===== config.mk =====
export PLATFORM = sky130hd
export DESIGN_NAME = cpu_sequencer
export DESIGN_NICKNAME = d
export VERILOG_FILES = /design/src/rtl/cpu_sequencer.sv
export SDC_FILE = /design/constraint.sdc
export NUM_CORES = 1
export LEC_CHECK = 0
export CORE_ASPECT_RATIO = 2
export CORE_MARGIN = 5
export CORE_UTILIZATION = 48
export DETAILED_ROUTE_END_ITERATION = 12
export PLACE_DENSITY = 0.8
export SLEW_MARGIN = 40
export SYNTH_ARGS = -nofsm -noshare
export SYNTH_HDL_FRONTEND = slang
export SYNTH_SLANG_ARGS = --single-unit

===== constraint.sdc =====
create_clock -name clock -period 2.2 [get_ports clock]
set_clock_uncertainty 0.05 [all_clocks]
set_input_delay 0.44 -clock clock [delete_from_list [all_inputs] [get_ports clock]]
set_output_delay 0.44 -clock clock [all_outputs]
set_load 0.03 [all_outputs]

===== src/rtl/cpu_sequencer.sv =====
// cpu_sequencer: multi-cycle fetch/decode/read/execute/writeback controller
// owning the PC and the VZCN flag register; outputs are registered from next state.
module cpu_sequencer #(
    parameter int PC_W    = 8,
    parameter int INSTR_W = 32
) (
    input  logic               clock,
    input  logic               reset_n,
    input  logic               run,
    output logic [PC_W-1:0]    rom_addr,
    input  logic [INSTR_W-1:0] rom_data,
    output logic [3:0]         ram_addr,
    output logic               ram_ce,
    output logic               ram_rw,
    output logic               src1_le,
    output logic               src2_le,
    output logic               execute,
    output logic [3:0]         alu_op,
    input  logic [3:0]         alu_flags,
    output logic [3:0]         flags,
    output logic [2:0]         state,
    output logic               halted
);
    typedef enum logic [2:0] {
        FETCH  = 3'd0,
        DECODE = 3'd1,
        READ1  = 3'd2,
        READ2  = 3'd3,
        EXEC   = 3'd4,
        WRITE  = 3'd5,
        HALT   = 3'd6
    } state_t;

    state_t             state_q, state_d;
    logic [PC_W-1:0]    pc_q, pc_d;
    logic [INSTR_W-1:0] ir_q, ir_d;
    logic [3:0]         flags_q, flags_d;
    logic [3:0]         ram_addr_q, ram_addr_d;
    logic               ram_ce_q, ram_ce_d;
    logic               ram_rw_q, ram_rw_d;
    logic               src1_le_q, src1_le_d;
    logic               src2_le_q, src2_le_d;
    logic               execute_q, execute_d;
    logic               halted_q, halted_d;
    logic               cond_ok;
    logic               unused_imm;

    wire [3:0] cond = ir_q[31:28];
    wire [3:0] opc  = ir_q[27:24];
    assign unused_imm = ^ir_q[11:0];

    // flags_q bit order is {V, Z, C, N}
    always_comb begin
        case (cond)
            4'b0000: cond_ok = 1'b1;
            4'b0001: cond_ok = flags_q[2];
            4'b0010: cond_ok = !flags_q[2];
            4'b0011: cond_ok = flags_q[1];
            4'b0100: cond_ok = !flags_q[1];
            4'b0101: cond_ok = flags_q[0];
            4'b0110: cond_ok = !flags_q[0];
            4'b0111: cond_ok = flags_q[3];
            4'b1000: cond_ok = !flags_q[3];
            default: cond_ok = 1'b0;
        endcase
    end

    always_comb begin
        state_d = state_q;
        pc_d    = pc_q;
        ir_d    = ir_q;
        flags_d = flags_q;
        case (state_q)
            FETCH: if (run) begin
                ir_d    = rom_data;
                state_d = DECODE;
            end
            DECODE: begin
                if (!cond_ok || opc == 4'b1110) begin
                    pc_d    = pc_q + 1'b1;
                    state_d = FETCH;
                end else if (opc == 4'b1111) begin
                    state_d = HALT;
                end else if (opc == 4'b1101) begin
                    pc_d    = ir_q[PC_W-1:0];
                    state_d = FETCH;
                end else begin
                    state_d = READ1;
                end
            end
            READ1: state_d = READ2;
            READ2: state_d = EXEC;
            EXEC: begin
                flags_d = alu_flags;
                if (opc == 4'b1100) begin
                    pc_d    = pc_q + 1'b1;
                    state_d = FETCH;
                end else begin
                    state_d = WRITE;
                end
            end
            WRITE: begin
                pc_d    = pc_q + 1'b1;
                state_d = FETCH;
            end
            HALT:    state_d = HALT;
            default: state_d = FETCH;
        endcase
        // ir_d is the instruction that will be current when state_d is entered
        ram_ce_d   = state_d == READ1 || state_d == READ2 || state_d == WRITE;
        ram_rw_d   = state_d != WRITE;
        ram_addr_d = state_d == READ1 ? ir_d[19:16] :
                     state_d == READ2 ? ir_d[15:12] :
                     state_d == WRITE ? ir_d[23:20] : 4'd0;
        src1_le_d  = state_d == READ1;
        src2_le_d  = state_d == READ2;
        execute_d  = state_d == EXEC;
        halted_d   = state_d == HALT;
    end

    always_ff @(posedge clock or negedge reset_n) begin
        if (!reset_n) begin
            state_q    <= FETCH;
            pc_q       <= '0;
            ir_q       <= '0;
            flags_q    <= 4'd0;
            ram_addr_q <= 4'd0;
            ram_ce_q   <= 1'b0;
            ram_rw_q   <= 1'b1;
            src1_le_q  <= 1'b0;
            src2_le_q  <= 1'b0;
            execute_q  <= 1'b0;
            halted_q   <= 1'b0;
        end else begin
            state_q    <= state_d;
            pc_q       <= pc_d;
            ir_q       <= ir_d;
            flags_q    <= flags_d;
            ram_addr_q <= ram_addr_d;
            ram_ce_q   <= ram_ce_d;
            ram_rw_q   <= ram_rw_d;
            src1_le_q  <= src1_le_d;
            src2_le_q  <= src2_le_d;
            execute_q  <= execute_d;
            halted_q   <= halted_d;
        end
    end

    assign rom_addr = pc_q;
    assign ram_addr = ram_addr_q;
    assign ram_ce   = ram_ce_q;
    assign ram_rw   = ram_rw_q;
    assign src1_le  = src1_le_q;
    assign src2_le  = src2_le_q;
    assign execute  = execute_q;
    assign alu_op   = opc;
    assign flags    = flags_q;
    assign state    = state_q;
    assign halted   = halted_q;
endmodule

==> results_dict.tcl <==
set metrics [dict create \
    core_mm2 0.00509 \
    multi_input_area_mm2 0.00103 \
    dp_slack_ns -0.210 \
    instances_no_fill 339 \
    io-pin-count 68 \
    drt-total-wl_mm 5.67 \
    die_y_um 112 \
    viasPerCell 5.35 \
    period_minus_slack_ns 2.17 \
    overflow 0 \
    yosysSeqAreaShare_pct 53.3 \
    grt_pass1_wl_mm 9.34 \
    grt_use_met2_pct 34.2 \
    ys.flop_type "dfrtp_1" \
    required_ns 2.35 \
    cts_root_buffer "clkbuf_8" \
    seqCellArea_mm2 0.00133 \
    r2r-end "ram_addr[0]" \
    grt_antenna_before_repair 0 \
    setup_violations 0 \
    crit_chain "o22a_1 -> o221ai_2 -> a22oi_2 -> o41a_1 -> nor3b_4 -> a221o_1" \
    cp-startpoint "ir_q[29]" \
    die_w_um 60.9 \
    clk_pin_slew_ns 0.10 \
    cts_tree "built" \
    gp_congestion 0.815 \
    endpoint "ram_addr[0]" \
    rows 37 \
    vdd_ir_drop_max_mv 0.984 \
    insertion_delay_ns 0.31 \
    crit_type "register to register" \
    placed_area_mm2 0.00324 \
    vias 1812 \
    synth.mux.area_fraction_pct 17.2 \
    synthToLayoutAreaGrowth_pct 37.8 \
    cts_buffer_depth 2 \
    antenna_cells 0 \
    synth_fa_ha_area_share_pct 0.503 \
    worst_pin_slew_ns 0.566 \
    hpwl_mm 4.40 \
    fin_area_mm2 0.00343 \
    fin_nets 320 \
    setup_slack_ns 0.0341 \
    met1_usage_pct 18.1 \
    finalCritPeriodShare_pct 98.5 \
    max_stage_delay_ns 0.47 \
    outcome "complete, no violations" \
    grt_max_degree 31 \
    busiest_layer "met2" \
    critical_path_arrival_ns 2.32 \
    start_kind "register" \
    cts_inserted_buffers 5 \
    syn_avg_cell_area_um2 12.3 \
    grt_pass1_vias 2000 \
    remaining_drc_errors 0 \
    power.density_mw_per_mm2 1630 \
    synthesis.area_mm2 0.00249 \
    min_path_type "input port to asynchronous set/reset pin" \
    synth_seq_cells 53 \
    die_area_mm2 0.00681 \
    synth_warnings 0 \
    synth_compound_area_share_pct 11.5 \
    initial_core_util_pct 48.9 \
    track_usage_pct 18.3 \
    ant_nets 0 \
    port_buffers 63 \
    synthesis.nets 243 \
    synth_cells 203 \
    hold_viol 0 \
    synth_edf_count 0 \
    synth_top_family_by_area "multiplexers" \
    slew_headroom_pct 62.3 \
    drtIter0Drc 25 \
    reg2reg_depth 6 \
    cp-end-kind "register" \
    drive_above_1_share_pct 24.9 \
    htreeDepth 2 \
    slew_viol_final 0 \
    worstReg2RegStart "ir_q[29]" \
    fillers 401 \
    post_drt_wl_per_cell_um 16.7 \
    yosys.area_share.xor_xnor_pct 0.704 \
    drv_cap 0 \
    r2r_slack_ns 0.03 \
    cts_sinks 53 \
    max_freq_ghz 0.462 \
    path_max_fanout 8 \
    crit_slowest_cell "dfrtp_2" \
    yosysUniqueCellTypes 43 \
    dp_cells 326 \
    leakage_uw 0.00150 \
    use_met3_pct 4.52 \
    dr.pass1.iters 5 \
    yosys.area_share.simple_pct 10.9 \
    synthArstFlopShare_pct 100 \
]
## metal layers
metal	up-vias	part of all wire (%)
met1	895	33
met3	8	4.7
met2	39	60
li1	870	-
met5	-	0
met4	0	2.0
## where the power goes
part | leakage [µW] | internal, µW | switching (µW) | total, µW
registers | 0.000647 | 1430 | 374 | 1800
logic | 0.000788 | 1500 | 1500 | 3000
clock network | 0.0000687 | 458 | 326 | 784
## metrics by stage
stage	hold slack [ns]	power (µW)	TNS [ns]	util [%]
after global placement	0.409	4630	-0.470	63.7
final	0.0619	5580	0	67.3
after floorplan	0.0944	3780	0	-
after CTS	0.0717	5520	0	66.4
after global routing	0.0932	5940	-0.0687	67.3
after detailed placement	0.413	4720	-0.786	63.7
## worst min path at each step
stage	slack (ns)	end	start
global route	0.09	state[2]	reset_n
finish	0.06	state[2]	reset_n
CTS	0.07	rom_addr[4]	reset_n
floorplan	0.09	execute	reset_n
detailed placement	0.41	halted	reset_n
global placement	0.41	state[2]	reset_n
## kinds of logic after synthesis
group / Yosys count
xor gates and xnor gates: 2
buffers and inverters: 27
DFF: 53
adders and majority gates: 1
AOI/OAI and AO/OA: 35
and+or+nand+nor: 46
muxes: 39
## timing repair
action / in CTS / in global routing
hold buffers: 0 / 0
resized for setup: 3 / 3
pin swaps: 0 / 1
buffers inserted: 0 / 5
endpoints found under the setup margin: 3 / 12
## critical path: cells and delay by family (launching register included)
kind | cells | cell delay [ns]
compound gates | 5 | 1.34
simple gates | 1 | 0.20
flops | 1 | 0.47
## cell type report
class | count | area share [%]
Tap cell | 58 | 2.12
Multi-Input combinational cell | 123 | 30.1
Clock buffer | 5 | 2.01
Inverter | 13 | 1.42
Timing Repair Buffer | 84 | 23.6
Clock inverter | 3 | 2.01
Sequential cell | 53 | 38.8
## synthesized netlist by cell type, types with 2 or more instances
| master | n | area share (%) |
|---|---|---|
| dfrtp_1 | 52 | 52 |
| mux2_2 | 28 | 13 |
| and2_1 | 4 | 1.0 |
| nand2_1 | 7 | 1.1 |
| mux2_1 | 2 | 0.90 |
| o21ai_0 | 4 | 0.80 |
| buf_4 | 4 | 1.2 |
| nor3_1 | 2 | 0.40 |
| inv_1 | 13 | 2.0 |
| nand3_1 | 2 | 0.40 |
| buf_2 | 7 | 1.4 |
| or3_1 | 3 | 0.75 |
| nor2b_1 | 2 | 0.50 |
| mux2i_1 | 9 | 3.6 |
| o22ai_1 | 6 | 1.5 |
| o22a_1 | 2 | 0.70 |
| xor2_1 | 2 | 0.70 |
| buf_6 | 3 | 1.4 |
| a221o_1 | 5 | 2.0 |
| nand2b_1 | 3 | 0.75 |
| a21oi_1 | 8 | 1.6 |
| nor2_1 | 14 | 2.1 |
## layout by cell type (no fill, tap or decap), drive strengths merged, types with 2 or more instances in the layout
cell           Yosys  layout
a21oi              8       8
a221o              5       5
and2               4       4
buf               14      22
bufinv             0       2
clkbuf             0       5
clkdlybuf4s50      0      60
dfrtp             52      52
inv               13      14
mux2              30      30
mux2i              9       9
nand2              7       7
nand2b             4       4
nand3              2       2
nor2              14      14
nor2b              2       2
nor3               2       2
nor3b              2       2
o21ai              4       4
o22a               2       2
o22ai              6       6
or3                3       3
xor2               2       2
## flip-flops by register name (all words and copies together) (netlist names)
| register | cells |
|---|---|
| src2_le | 1 |
| ram_addr | 4 |
| halted | 1 |
| src1_le | 1 |
| ir_q | 28 |
| rom_addr | 8 |
| ram_rw | 1 |
| state | 3 |
| execute | 1 |
| flags | 4 |
| ram_ce | 1 |
(Power assumes the default switching activity.)
